**src/rtl/ecc_page_encode_ctrl.sv**
```systemverilog
// ecc_page_encode_ctrl
// Sequencing controller for the shared 128-bit page ECC encoder.
// Words are packed into 8-word pages (assemble), each page is issued to the
// encoder with a one-cycle enable (issue), and the resulting 8-bit code is
// written to the ECC side-memory at the page address (write). Each stage holds
// at most one page. A stage moves forward only when the stage after it is free
// in the same cycle.

module ecc_page_encode_ctrl #(
   parameter int ADDR_W = 11
) (
   input  logic              clk,
   input  logic              rst,
   input  logic              in_valid,
   output logic              in_ready,
   input  logic [15:0]       in_data,
   input  logic              in_last,
   input  logic [ADDR_W-1:0] in_page,
   output logic              enc_enable,
   output logic [127:0]      enc_data,
   input  logic [7:0]        enc_code,
   output logic              ecc_wr_en,
   output logic [ADDR_W-1:0] ecc_wr_addr,
   output logic [7:0]        ecc_wr_data,
   input  logic              ecc_wr_ready,
   output logic              busy
);

   // Assemble stage
   logic [15:0]       r_a_buf [8];
   logic [2:0]        r_a_cnt;
   logic [ADDR_W-1:0] r_a_addr;
   logic              r_a_full;

   // Issue stage
   logic              r_i_vld;
   logic [127:0]      r_i_data;
   logic [ADDR_W-1:0] r_i_addr;

   // Write stage
   logic              r_w_vld;
   logic [ADDR_W-1:0] r_w_addr;

   logic              w_w_free;
   logic              w_issue;
   logic              w_i_free;
   logic              w_xfer;
   logic              w_accept;
   logic              w_complete;
   logic [127:0]      w_a_flat;

   // Advance conditions. They are evaluated from the write stage back towards the input.
   assign w_w_free   = !r_w_vld || ecc_wr_ready;
   assign w_issue    = r_i_vld && w_w_free;
   assign w_i_free   = !r_i_vld || w_issue;
   assign w_xfer     = r_a_full && w_i_free;
   assign in_ready   = !r_a_full || w_i_free;
   assign w_accept   = in_valid && in_ready;
   assign w_complete = w_accept && ((r_a_cnt == 3'd7) || in_last);

   assign enc_enable  = w_issue;
   assign enc_data    = r_i_data;
   assign ecc_wr_en   = r_w_vld;
   assign ecc_wr_addr = r_w_addr;
   assign ecc_wr_data = enc_code;
   assign busy        = (r_a_cnt != 3'd0) || r_a_full || r_i_vld || r_w_vld;

   // Flatten the assembly buffer into the encoder operand layout (slot i at bits 16i+15:16i).
   always_comb begin
      // NOTE: a default is assigned before the loop so every bit is driven on every path and no latch is inferred.
      w_a_flat = '0;
      for (int i = 0; i < 8; i++) begin
         w_a_flat[16*i +: 16] = r_a_buf[i];
      end
   end

   // Assemble stage: slot writes, word count, page address and full flag.
   always_ff @(posedge clk or posedge rst) begin
      if (rst) begin
         // NOTE: the buffer is reset, and cleared again on every transfer, because zero is the padding value for short pages.
         for (int i = 0; i < 8; i++) begin
            r_a_buf[i] <= '0;
         end
         r_a_cnt  <= '0;
         r_a_addr <= '0;
         r_a_full <= 1'b0;
      end else begin
         if (w_xfer) begin
            for (int i = 0; i < 8; i++) begin
               r_a_buf[i] <= '0;
            end
         end
         // NOTE: a word accepted in a transfer cycle overrides the clear of slot 0, because the later non-blocking assignment wins.
         if (w_accept) begin
            r_a_buf[r_a_cnt] <= in_data;
            if (r_a_cnt == 3'd0) begin
               r_a_addr <= in_page;
            end
            r_a_cnt <= w_complete ? 3'd0 : r_a_cnt + 3'd1;
         end
         if (w_complete) begin
            r_a_full <= 1'b1;
         end else if (w_xfer) begin
            r_a_full <= 1'b0;
         end
      end
   end

   // Issue stage: take a full page from assembly, or drain it when the encoder is enabled.
   always_ff @(posedge clk or posedge rst) begin
      if (rst) begin
         r_i_vld  <= 1'b0;
         r_i_data <= '0;
         r_i_addr <= '0;
      end else if (w_xfer) begin
         r_i_vld  <= 1'b1;
         r_i_data <= w_a_flat;
         r_i_addr <= r_a_addr;
      end else if (w_issue) begin
         r_i_vld  <= 1'b0;
      end
   end

   // Write stage: hold the request until the ECC memory accepts it.
   always_ff @(posedge clk or posedge rst) begin
      if (rst) begin
         r_w_vld  <= 1'b0;
         r_w_addr <= '0;
      end else if (w_issue) begin
         r_w_vld  <= 1'b1;
         r_w_addr <= r_i_addr;
      end else if (w_w_free) begin
         r_w_vld  <= 1'b0;
      end
   end

endmodule

```
**config.mk**
```make
export PLATFORM = sky130hd
export DESIGN_NAME = ecc_page_encode_ctrl
export DESIGN_NICKNAME = d
export VERILOG_FILES = /design/src/rtl/ecc_page_encode_ctrl.sv
export SDC_FILE = /design/constraint.sdc
export NUM_CORES = 1
export LEC_CHECK = 0
export ABC_AREA = 1
export CAP_MARGIN = 20
export CORE_ASPECT_RATIO = 0.75
export CORE_UTILIZATION = 35
export CTS_CLUSTER_DIAMETER = 80
export DETAILED_ROUTE_END_ITERATION = 8
export SLEW_MARGIN = 20
export SYNTH_ARGS = -nofsm -noshare
export SYNTH_HDL_FRONTEND = slang
export SYNTH_SLANG_ARGS = --single-unit
```
**constraint.sdc**
```tcl
create_clock -name clk -period 12.3 [get_ports clk]
set_input_delay 1.23 -clock clk [delete_from_list [all_inputs] [get_ports clk]]
set_output_delay 1.23 -clock clk [all_outputs]
set_load 0.05 [all_outputs]
```
# Word-level counts from Yosys, hierarchy flattened
# Index checks and enable logic that the tools add are counted.
# totals
wordCells,54
register_bits,295
inputBits,40
# classes
n_eq_ne,1
n_reduce_logical,21
magnitude_cmp,2
add_sub_neg,1
mux,12
bitwise_logic,1
# op_table
operator,n
$mux W128,2
$bwmux W128,1
$demux W16 S3,1
$mux W16,1
$logic_or A1 B1 Y1,7
$mux W1,6
$reduce_bool A2 Y1,3
$logic_and A1 B1 Y1,5
$ge A4 B4 Y1 const B,1
$lt A4 B1 Y1 const B,1
$not A3 Y4,1
$add A3 B1 Y3 const B,1
$eq A3 B3 Y1 const B,1
$logic_not A1 Y1,3
$logic_not A3 Y1,1
$mux W3,1
$reduce_bool A3 Y1,1
$reduce_and A2 Y1,1

# Longest topological paths before layout
# Gate-level depths: netlist of the first run.
# logic_depth
word_depth,8
ltp_mapped,9
mapped_depth_nobuf,7

# Least setup slack after synthesis of the first run
# Ideal clock, no wire load.
# synth_path
path_kind,input to output
from,input ecc_wr_ready
to,output in_ready
arrival_time_ns,2.193
cell_stages,4
setup_slack_ns,8.877
cell_sequence,inv_1 nand4_4 buf_4 clkbuf_1
# synth_between
elab_chain_len,4
# synth_lines
element,line_no,source
"start, declared",25,"input logic ecc_wr_ready,"
$logic_or A1 B1 Y1,53,assign w_w_free = !r_w_vld || ecc_wr_ready;
$logic_and A1 B1 Y1,54,assign w_issue = r_i_vld && w_w_free;
$logic_or A1 B1 Y1,55,assign w_i_free = !r_i_vld || w_issue;
$logic_or A1 B1 Y1,57,assign in_ready = !r_a_full || w_i_free;
"end, declared",15,"output logic in_ready,"
# No other way between the ends.

# Worst setup path in the final report of the first run
# layout_path
from,input ecc_wr_ready
to,output enc_enable
# layout_between
elab_chain_len,2
# layout_lines
element,line_no,source
$logic_or A1 B1 Y1,53,
$logic_and A1 B1 Y1,54,
"end, declared",19,"output logic enc_enable,"
# No other way between the ends.

==> results of run 1 <==
-- per-stage QoR --
step           hold slack [ns]  total power [mW]  util [%]  instance area [µm²]  setup slack (ns)
5_1_grt                  0.502              2.96      43.5                15600              7.64
4_1_cts                  0.474              2.86      43.5                15600              7.74
2_1_floorplan            0.442              1.64         -                12800              2.92
3_5_place_dp             0.459              1.87      40.6                14600              7.54
6_report                 0.473              2.83      43.5                15600              7.78
3_3_place_gp             0.458              1.86      40.6                14600              7.66
-- area by class of cell --
cell class / instances / area (µm²) / share of cell area [%]
flip-flops and latches: 295 / 7390 / 47.3
inverters: 136 / 518 / 3.32
repair buffers: 185 / 1820 / 11.7
clock inverters: 19 / 206 / 1.32
multi-input cells: 913 / 4250 / 27.2
well taps: 465 / 582 / 3.73
clock buffers: 38 / 852 / 5.46
-- per-layer routing --
metal | routed length [µm] | share of wire [%] | track usage, %
met1 | 17000 | 47 | 28.8
met2 | 16300 | 45 | 29.8
met3 | 2340 | 6.4 | 3.68
met4 | 847 | 2.3 | 4.89
met5 | 0 | 0 | 0
-- flip-flops by register name, summed over array words and instances (netlist names) --
signal and cells:
ecc_wr_addr 11, r_a_full 1, enc_data 128, r_a_addr 11, r_i_vld 1, r_a_buf 128
r_a_cnt 3, ecc_wr_en 1, r_i_addr 11
-- how the worst min path moves through the flow --
stage | end | slack [ns]
6_report | r_a_addr[10] | 0.47
2_1_floorplan | ecc_wr_addr[0] | 0.44
3_3_place_gp | r_a_addr[10] | 0.46
4_1_cts | r_a_addr[10] | 0.47
3_5_place_dp | r_a_addr[10] | 0.46
5_1_grt | enc_data[51] | 0.50
-- synth_stat cells --
| cell | number |
|---|---|
| buf_2 | 48 |
| buf_4 | 21 |
| dfrtp_1 | 295 |
| clkbuf_1 | 49 |
| nand4_4 | 1 |
| inv_1 | 135 |
| ha_1 | 3 |
| nand4_1 | 140 |
| nor2_2 | 8 |
| clkbuf_2 | 10 |
| buf_1 | 9 |
| a21oi_1 | 128 |
| nand3_1 | 17 |
| inv_2 | 1 |
| o21ai_0 | 131 |
| nand3_2 | 5 |
| nand2_1 | 476 |
| nor2_1 | 3 |
| nand2_2 | 1 |
-- worst register-to-register path, stage by stage, from the launching register on --
cell	delay [ns]
dfrtp_1	0.48
nand3_4	0.70
nand2_8	0.94
buf_4	0.82
o21ai_0	0.29
-- report_power, final --
group          switching, mW  internal [mW]  total (mW)
clock network          0.401          0.575       0.975
logic                  0.477          0.195       0.672
registers             0.0777           1.10        1.18
total                  0.955           1.87        2.83
-- cell families after synthesis --
group           after synthesis  share of synthesized area, %
simple gates                651                          22.6
flops                       295                          57.8
buf+inv                     273                          9.20
compound gates              259                          10.1
fa+ha+maj                     3                         0.294
==> reports/metrics.yaml, run 1 <==
leakage_nw: 7.38
ys_ff_latch: 295
ios: 191
ys_warn_count: 0
drt_iter0_markers: 1029
drv_slew: 0
arrival_ns: 3.29
r2r_start: "ecc_wr_en"
final_common_cell: "nand2_1"
cts-htree-levels: 1
fmax_mhz: 221
clkTransAtPathRegs_ns: 0.06
synth_top_area_share_pct: 57.8
fin_skew_ns: 0.00889
layout.nets: 1605
gp_congestion: 0.762
worstRegToRegCells: 4
cts_root_buffer: "clkbuf_16"
cp-startpoint: "ecc_wr_ready"
global_route.usage.total_pct: 19.6
worstHoldPathType: "reg -> reg"
wirelength_um: 36500
grt_pass1_vias: 9950
fill_cells: 3514
synth_area_leaders: "dfrtp_1, nand2_1, nand4_1, o21ai_0, a21oi_1"
crit_path_end: "enc_enable"
hold_viol: 0
ir_drop_mv: 0.111
drtPass1Iterations: 5
maxCapViolations: 0
crit_required_ns: 11.07
yosysTopAreaCell: "dfrtp_1"
setup_viol: 0
die_h_um: 167
slew_headroom_pct: 33.4
syn_area_um2: 12800
die_area_um2: 37300
worst_pin_slew_ns: 0.998
core_um2: 35900
initial_core_util_pct: 35.6
slowest_delay_ns: 0.86
dr_total_vias: 10294
clock_sinks: 295
critPathKind: "in -> out"
p_per_area_nw_per_um2: 181
hold_depth: 2
antenna_found_initial: 0
drcViolationCount: 0
period_share_pct: 36.8
cp_num_cells: 6
num_rows: 60
area_delta_synth_final_pct: 22.2
cts_setup_buffers: 0
status: "finished clean"
drive_above_1_share_pct: 5.42
synthesis.nets: 1524
finalNonFillerCells: 2051
reg2reg_to: "enc_data[111]"
syn_inst: 1481
routedWlPerCell_um: 17.8
path_buf_inv: 4
antenna_cells: 0
start_kind: "input port"
avgSynthCellArea_um2: 8.63
path_delay_family: "buffers and inverters"
cts_resized: 0
cts_buffers: 31
hp-start: "r_a_addr[10]"
crit_fanout: 12
r2r_slack_ns: 8.91
place_hpwl_um: 22000
cts_hold_buf: 0
cts_tree: "built"
crit_slowest_cell: "clkdlybuf4s50_1"
ys_types: 19
grt_overflow_total: 0
rsz0062_at_grt: "no"
vias_per_cell: 5.02
final.setup.tns_ns: 0
post-place-cells: 1994
io_buffers: 174
grt_pass1_wl_um: 57700
grt_max_degree: 160
antenna_left: 0
synth-seq-area-share_pct: 57.8
worst_setup_path_end_kind: "output pin"
crit_chain: "clkdlybuf4s50_1, inv_1, nand2_1, nand2_1, inv_1, clkdlybuf4s50_1"
layout_common_cells: "nand2_1, dfrtp_1, clkdlybuf4s50_1, nand4_1, inv_1"
die_w_um: 223
clock_latency_ns: 0.57
finalCriticalPeriod_ns: 4.52
clk_path_buf_depth: 3
(Power assumes the default switching activity.)
==> inputs of run 2 (changes only) <==
clock period = 4.1 ns   (was 12.3 ns; I/O delays follow)
==> run 2 against run 1 <==
  * Final cell count about the same
  * Critical path depth up 1
  * Hold slack worse by 0.25 ns
  * Clock power rose to 2.8 times the previous value
  * Flip-flop and latch count unchanged
  * Sequential share of layout area down 0.091 points
  * Via count down 0.17%
  * Critical path type is now reg -> out
  * Largest cell class unchanged
  * Largest power group unchanged
==> reports/metrics.yaml, run 2 (synthesized netlist as in run 1, its figures left out) <==
hold_viol: 0  # unchanged
grt_overflow_total: 0  # unchanged
gp_congestion: 0.780  # was 0.762
drt_iter0_markers: 907  # was 1029
worst_setup_path_end_kind: "output pin"  # unchanged
crit_chain: "inv_2, ha_1, inv_1, nor2_1, buf_4, nand3_1, clkdlybuf4s50_1"  # was clkdlybuf4s50_1, inv_1, nand2_1, nand2_1, inv_1, clkdlybuf4s50_1
area_delta_synth_final_pct: 22.4  # was 22.2%
leakage_nw: 7.40  # was 7.38 nW
drv_slew: 0  # unchanged
p_per_area_nw_per_um2: 529  # was 181 nW/µm²
crit_required_ns: 3.69  # was 11.07 ns
r2r_slack_ns: 1.66  # was 8.91 ns
clock_latency_ns: 0.57  # about the same
finalCriticalPeriod_ns: 3.10
fmax_mhz: 323
worstHoldPathType: "in -> async"  # was reg -> reg
final_common_cell: "nand2_1"  # unchanged
clkTransAtPathRegs_ns: 0.07  # was 0.06 ns
place_hpwl_um: 21800  # was 22000 µm
slew_headroom_pct: 29.6  # was 33.4%
finalNonFillerCells: 2053  # was 2051
drcViolationCount: 0  # unchanged
ios: 191  # unchanged
cts_hold_buf: 0  # unchanged
die_w_um: 223  # unchanged
maxCapViolations: 0  # unchanged
drive_above_1_share_pct: 5.35  # was 5.42%
post-place-cells: 2003  # was 1994
cts_buffers: 30  # was 31
crit_fanout: 13  # was 12
clock_sinks: 295  # unchanged
antenna_found_initial: 0  # unchanged
io_buffers: 174  # unchanged
grt_max_degree: 153  # was 160
crit_slowest_cell: "clkdlybuf4s50_1"  # unchanged
grt_pass1_vias: 9896  # was 9950
period_share_pct: 75.6
cts-htree-levels: 1  # unchanged
layout_common_cells: "nand2_1, dfrtp_1, clkdlybuf4s50_1, nand4_1, inv_1"  # unchanged
rsz0062_at_grt: "no"  # unchanged
antenna_left: 0  # unchanged
cts_tree: "built"  # unchanged
drtPass1Iterations: 6  # was 5
slowest_delay_ns: 0.71  # was 0.86 ns
critPathKind: "reg -> out"  # was in -> out
status: "finished clean"  # unchanged
vias_per_cell: 5.01  # was 5.02
die_area_um2: 37300  # unchanged
global_route.usage.total_pct: 19.5  # was 19.6%
cts_resized: 0  # unchanged
setup_viol: 0  # unchanged
antenna_cells: 0  # unchanged
wirelength_um: 36300  # was 36500 µm
routedWlPerCell_um: 17.7  # was 17.8 µm
arrival_ns: 2.69  # was 3.29 ns
cts_root_buffer: "clkbuf_16"  # unchanged
grt_pass1_wl_um: 57300  # was 57700 µm
cts_setup_buffers: 0  # unchanged
clk_path_buf_depth: 3  # unchanged
num_rows: 60  # unchanged
layout.nets: 1613  # was 1605
whs_ns: 0.226  # was 0.473 ns
die_h_um: 167  # unchanged
start_kind: "register"  # was input port
core_um2: 35900  # unchanged
worst_pin_slew_ns: 1.06  # was 0.998 ns
initial_core_util_pct: 35.6  # unchanged
fill_cells: 3530  # was 3514
ir_drop_mv: 0.357  # was 0.111 mV
dr_total_vias: 10276  # was 10294
fin_skew_ns: 0.0102  # was 0.00889 ns
==> run 2: final timing paths <==
| kind | end | from | cells after the start |
|---|---|---|---|
| setup / recovery | busy | r_a_cnt[0] | 7 |
| hold / removal | r_a_buf[75] | rst | 2 |
| setup reg to reg | r_a_buf[44] | r_a_full | 5 |
| hold reg to reg | r_a_addr[10] | r_a_addr[10] | 2 |
| max in group asynchronous | enc_data[44] | rst | 4 |
| min in group clk | r_a_buf[31] | in_valid | 3 |
==> run 2: where the power goes <==
group          switching (mW)  internal (mW)
logic                    1.45          0.597
clock network            1.14           1.57
registers               0.216           3.31
==> run 2: through the flow <==
step	util (%)	setup TNS [ns]	area [µm²]	power, mW	setup slack, ns
final	43.6	0	15600	8.27	1.00
after floorplan	-	-67.00	12800	4.92	-0.227
after detailed placement	40.9	0	14700	5.62	1.15
after CTS	43.6	0	15600	8.36	0.974
after global placement	40.9	0	14700	5.60	1.15
after global routing	43.6	0	15600	8.65	0.883
==> run 2: layout make-up <==
| type | count | area (µm²) | area share [%] |
|---|---|---|---|
| Sequential cell | 295 | 7390 | 47.2 |
| Multi-Input combinational cell | 913 | 4250 | 27.1 |
| Timing Repair Buffer | 194 | 1950 | 12.5 |
| Clock buffer | 44 | 905 | 5.78 |
| Tap cell | 465 | 582 | 3.72 |
| Inverter | 136 | 514 | 3.29 |
| Clock inverter | 6 | 57.6 | 0.368 |
==> run 2: worst max-delay path, delay by kind of cell, from the launching register on <==
kind / cells / cell delay [ns]
buffers and inverters: 4 / 1.17
adder cells (fa/ha/maj): 1 / 0.16
AND/OR/NAND/NOR: 2 / 0.28
flip-flops: 1 / 0.50
==> run 2: metal layers <==
metal | share of wire, % | GRT usage (%) | wire length (µm)
met3 | 6.7 | 4.56 | 2440
met5 | 0 | 0 | 0
met4 | 2.6 | 5.13 | 935
met2 | 44 | 29.8 | 16100
met1 | 46 | 27.7 | 16800
==> inputs of run 3 (changes only) <==
clock period = 2.65 ns   (was 4.1 ns; I/O delays follow)
==> run 3 against run 2 <==
  * Die area did not move
  * Sequential power rose by 55%
  * Sequential share of layout area fell by 1.4 points
  * Register-to-register slack got worse by 0.89 ns
  * Power rose by 66%
  * Via count rose by 1.9%
  * Core utilization rose by 1.3 points
  * Flip-flop and latch count did not move
  * Clock power rose by 87%
  * Routed wire length rose by 1.6%
  * Critical path depth fell by 1
  * Largest cell class unchanged
==> reports/metrics.yaml, run 3 (synthesized netlist as in run 1, its figures left out) <==
fin_skew_ns: 0.0167  # was 0.0102 ns
dr_total_vias: 10471  # was 10276
use_met3_pct: 4.42  # was 4.56%
io_buffers: 174  # unchanged
clock_sinks: 295  # unchanged
r2r_slack_ns: 0.77  # was 1.66 ns
place_area_um2: 14900  # was 14700 µm²
clkTransAtPathRegs_ns: 0.06  # was 0.07 ns
fin_area_um2: 16100  # was 15600 µm²
worstHoldPathType: "in -> async"  # unchanged
arrival_ns: 2.13  # was 2.69 ns
fill_cells: 3471  # was 3530
hold_viol: 0  # unchanged
final_common_cell: "nand2_1"  # unchanged
power_mw: 13.7  # was 8.27 mW
worst_setup_path_end_kind: "output pin"  # unchanged
rsz0062_at_grt: "no"  # unchanged
antenna_left: 0  # unchanged
grt_use_met2_pct: 29.7  # was 29.8%
finalCriticalPeriod_ns: 2.40
core_um2: 35900  # unchanged
die_area_um2: 37300  # unchanged
setup_viol: 0  # unchanged
drcViolationCount: 0  # unchanged
routedWlPerCell_um: 17.7  # about the same
initial_core_util_pct: 35.6  # unchanged
drt_iter0_markers: 1090  # was 907
cts_tree: "built"  # unchanged
grtUsageMet1_pct: 28.3  # was 27.7%
layout.nets: 1636  # was 1613
period_share_pct: 90.5
grt_pass1_wl_um: 57600  # was 57300 µm
drv_slew: 0  # unchanged
place_hpwl_um: 22700  # was 21800 µm
status: "finished clean"  # unchanged
critPathKind: "reg -> out"  # unchanged
layout_common_cells: "nand2_1, dfrtp_1, clkdlybuf4s50_1, nand4_1, inv_1"  # unchanged
vias_per_cell: 5.03  # was 5.01
grt_pass1_vias: 10009  # was 9896
crit_chain: "inv_2, ha_1, inv_1, nor2_1, nand3_1, buf_4"  # was inv_2, ha_1, inv_1, nor2_1, buf_4, nand3_1, clkdlybuf4s50_1
die_w_um: 223  # unchanged
grt_overflow_total: 0  # unchanged
worst_pin_slew_ns: 0.853  # was 1.06 ns
drive_above_1_share_pct: 7.06  # was 5.35%
wirelength_um: 36900  # was 36300 µm
global_route.usage.total_pct: 19.6  # was 19.5%
cts_resized: 0  # unchanged
ios: 191  # unchanged
antenna_found_initial: 1  # was 0
gp_congestion: 0.760  # was 0.780
drtPass1Iterations: 5  # was 6
cts_setup_buffers: 0  # unchanged
leakage_nw: 7.65  # was 7.40 nW
crit_fanout: 7  # was 13
clock_latency_ns: 0.51  # was 0.57 ns
grt-busiest-layer: "met2"  # unchanged
cts_hold_buf: 0  # unchanged
fmax_mhz: 417
ir_drop_mv: 0.480  # was 0.357 mV
die_h_um: 167  # unchanged
crit_required_ns: 2.38  # was 3.69 ns
crit_slowest_cell: "dfrtp_1"  # was clkdlybuf4s50_1
num_rows: 60  # unchanged
grt_max_degree: 141  # was 153
p_per_area_nw_per_um2: 853  # was 529 nW/µm²
start_kind: "register"  # unchanged
area_delta_synth_final_pct: 26.2  # was 22.4%
slew_headroom_pct: 43.0  # was 29.6%
maxCapViolations: 0  # unchanged
cts_root_buffer: "clkbuf_16"  # unchanged
cts_buffers: 34  # was 30
clk_path_buf_depth: 3  # unchanged
slowest_delay_ns: 0.49  # was 0.71 ns
cts-htree-levels: 2  # was 1
[run 3: final timing paths]
path	from	endpoint	cells after the start
min in group clk	in_valid	r_a_buf[20]	3
setup reg to reg	r_a_cnt[0]	r_a_addr[1]	7
hold / removal	rst	r_a_buf[52]	2
max in group asynchronous	rst	r_i_addr[6]	3
setup / recovery	r_a_cnt[0]	busy	6
hold reg to reg	r_i_addr[1]	r_i_addr[1]	2
[run 3: power breakdown]
group / total (mW) / switching [mW] / internal [mW]
Clock: 5.08 / 1.84 / 3.24
Combinational: 3.20 / 2.24 / 0.966
Sequential: 5.46 / 0.343 / 5.12
[run 3: cell type report]
| cell class | count | area [µm²] | area share, % |
|---|---|---|---|
| tap | 465 | 582 | 3.61 |
| clock buffer | 46 | 1010 | 6.26 |
| clock inverter | 11 | 205 | 1.27 |
| antenna | 1 | 2.50 | 0.0155 |
| multi-input combinational | 913 | 4250 | 26.3 |
| timing repair buffer | 213 | 2180 | 13.5 |
| sequential | 295 | 7390 | 45.8 |
| inverter | 136 | 514 | 3.19 |
[run 3: per-stage QoR]
stage	util [%]	TNS [ns]	std cells	hold slack (ns)	worst slack (ns)
after CTS	44.9	0	2079	0.103	0.255
after global placement	41.5	0	2022	0.465	0.662
after detailed placement	41.5	0	2022	0.462	0.628
after floorplan	-	-451.98	1481	0.414	-1.53
after global routing	44.9	0	2079	0.126	0.133
final	44.9	0	2080	0.106	0.251
[run 3: worst max-delay path, delay by kind of cell (launching register included)]
| family | cells | cell delay (ns) |
|---|---|---|
| simple gates | 2 | 0.51 |
| flops | 1 | 0.49 |
| fa+ha+maj | 1 | 0.17 |
| buf+inv | 3 | 0.45 |
[run 3: per-layer routing]
layer  wire length [µm]  part of all wire (%)  vias to the layer above
li1                   -                     -                     5044
met2              16500                    45                      336
met4                714                   1.9                        0
met1              16900                    46                     5040
met3               2760                   7.5                       51
met5                  0                     0                        -
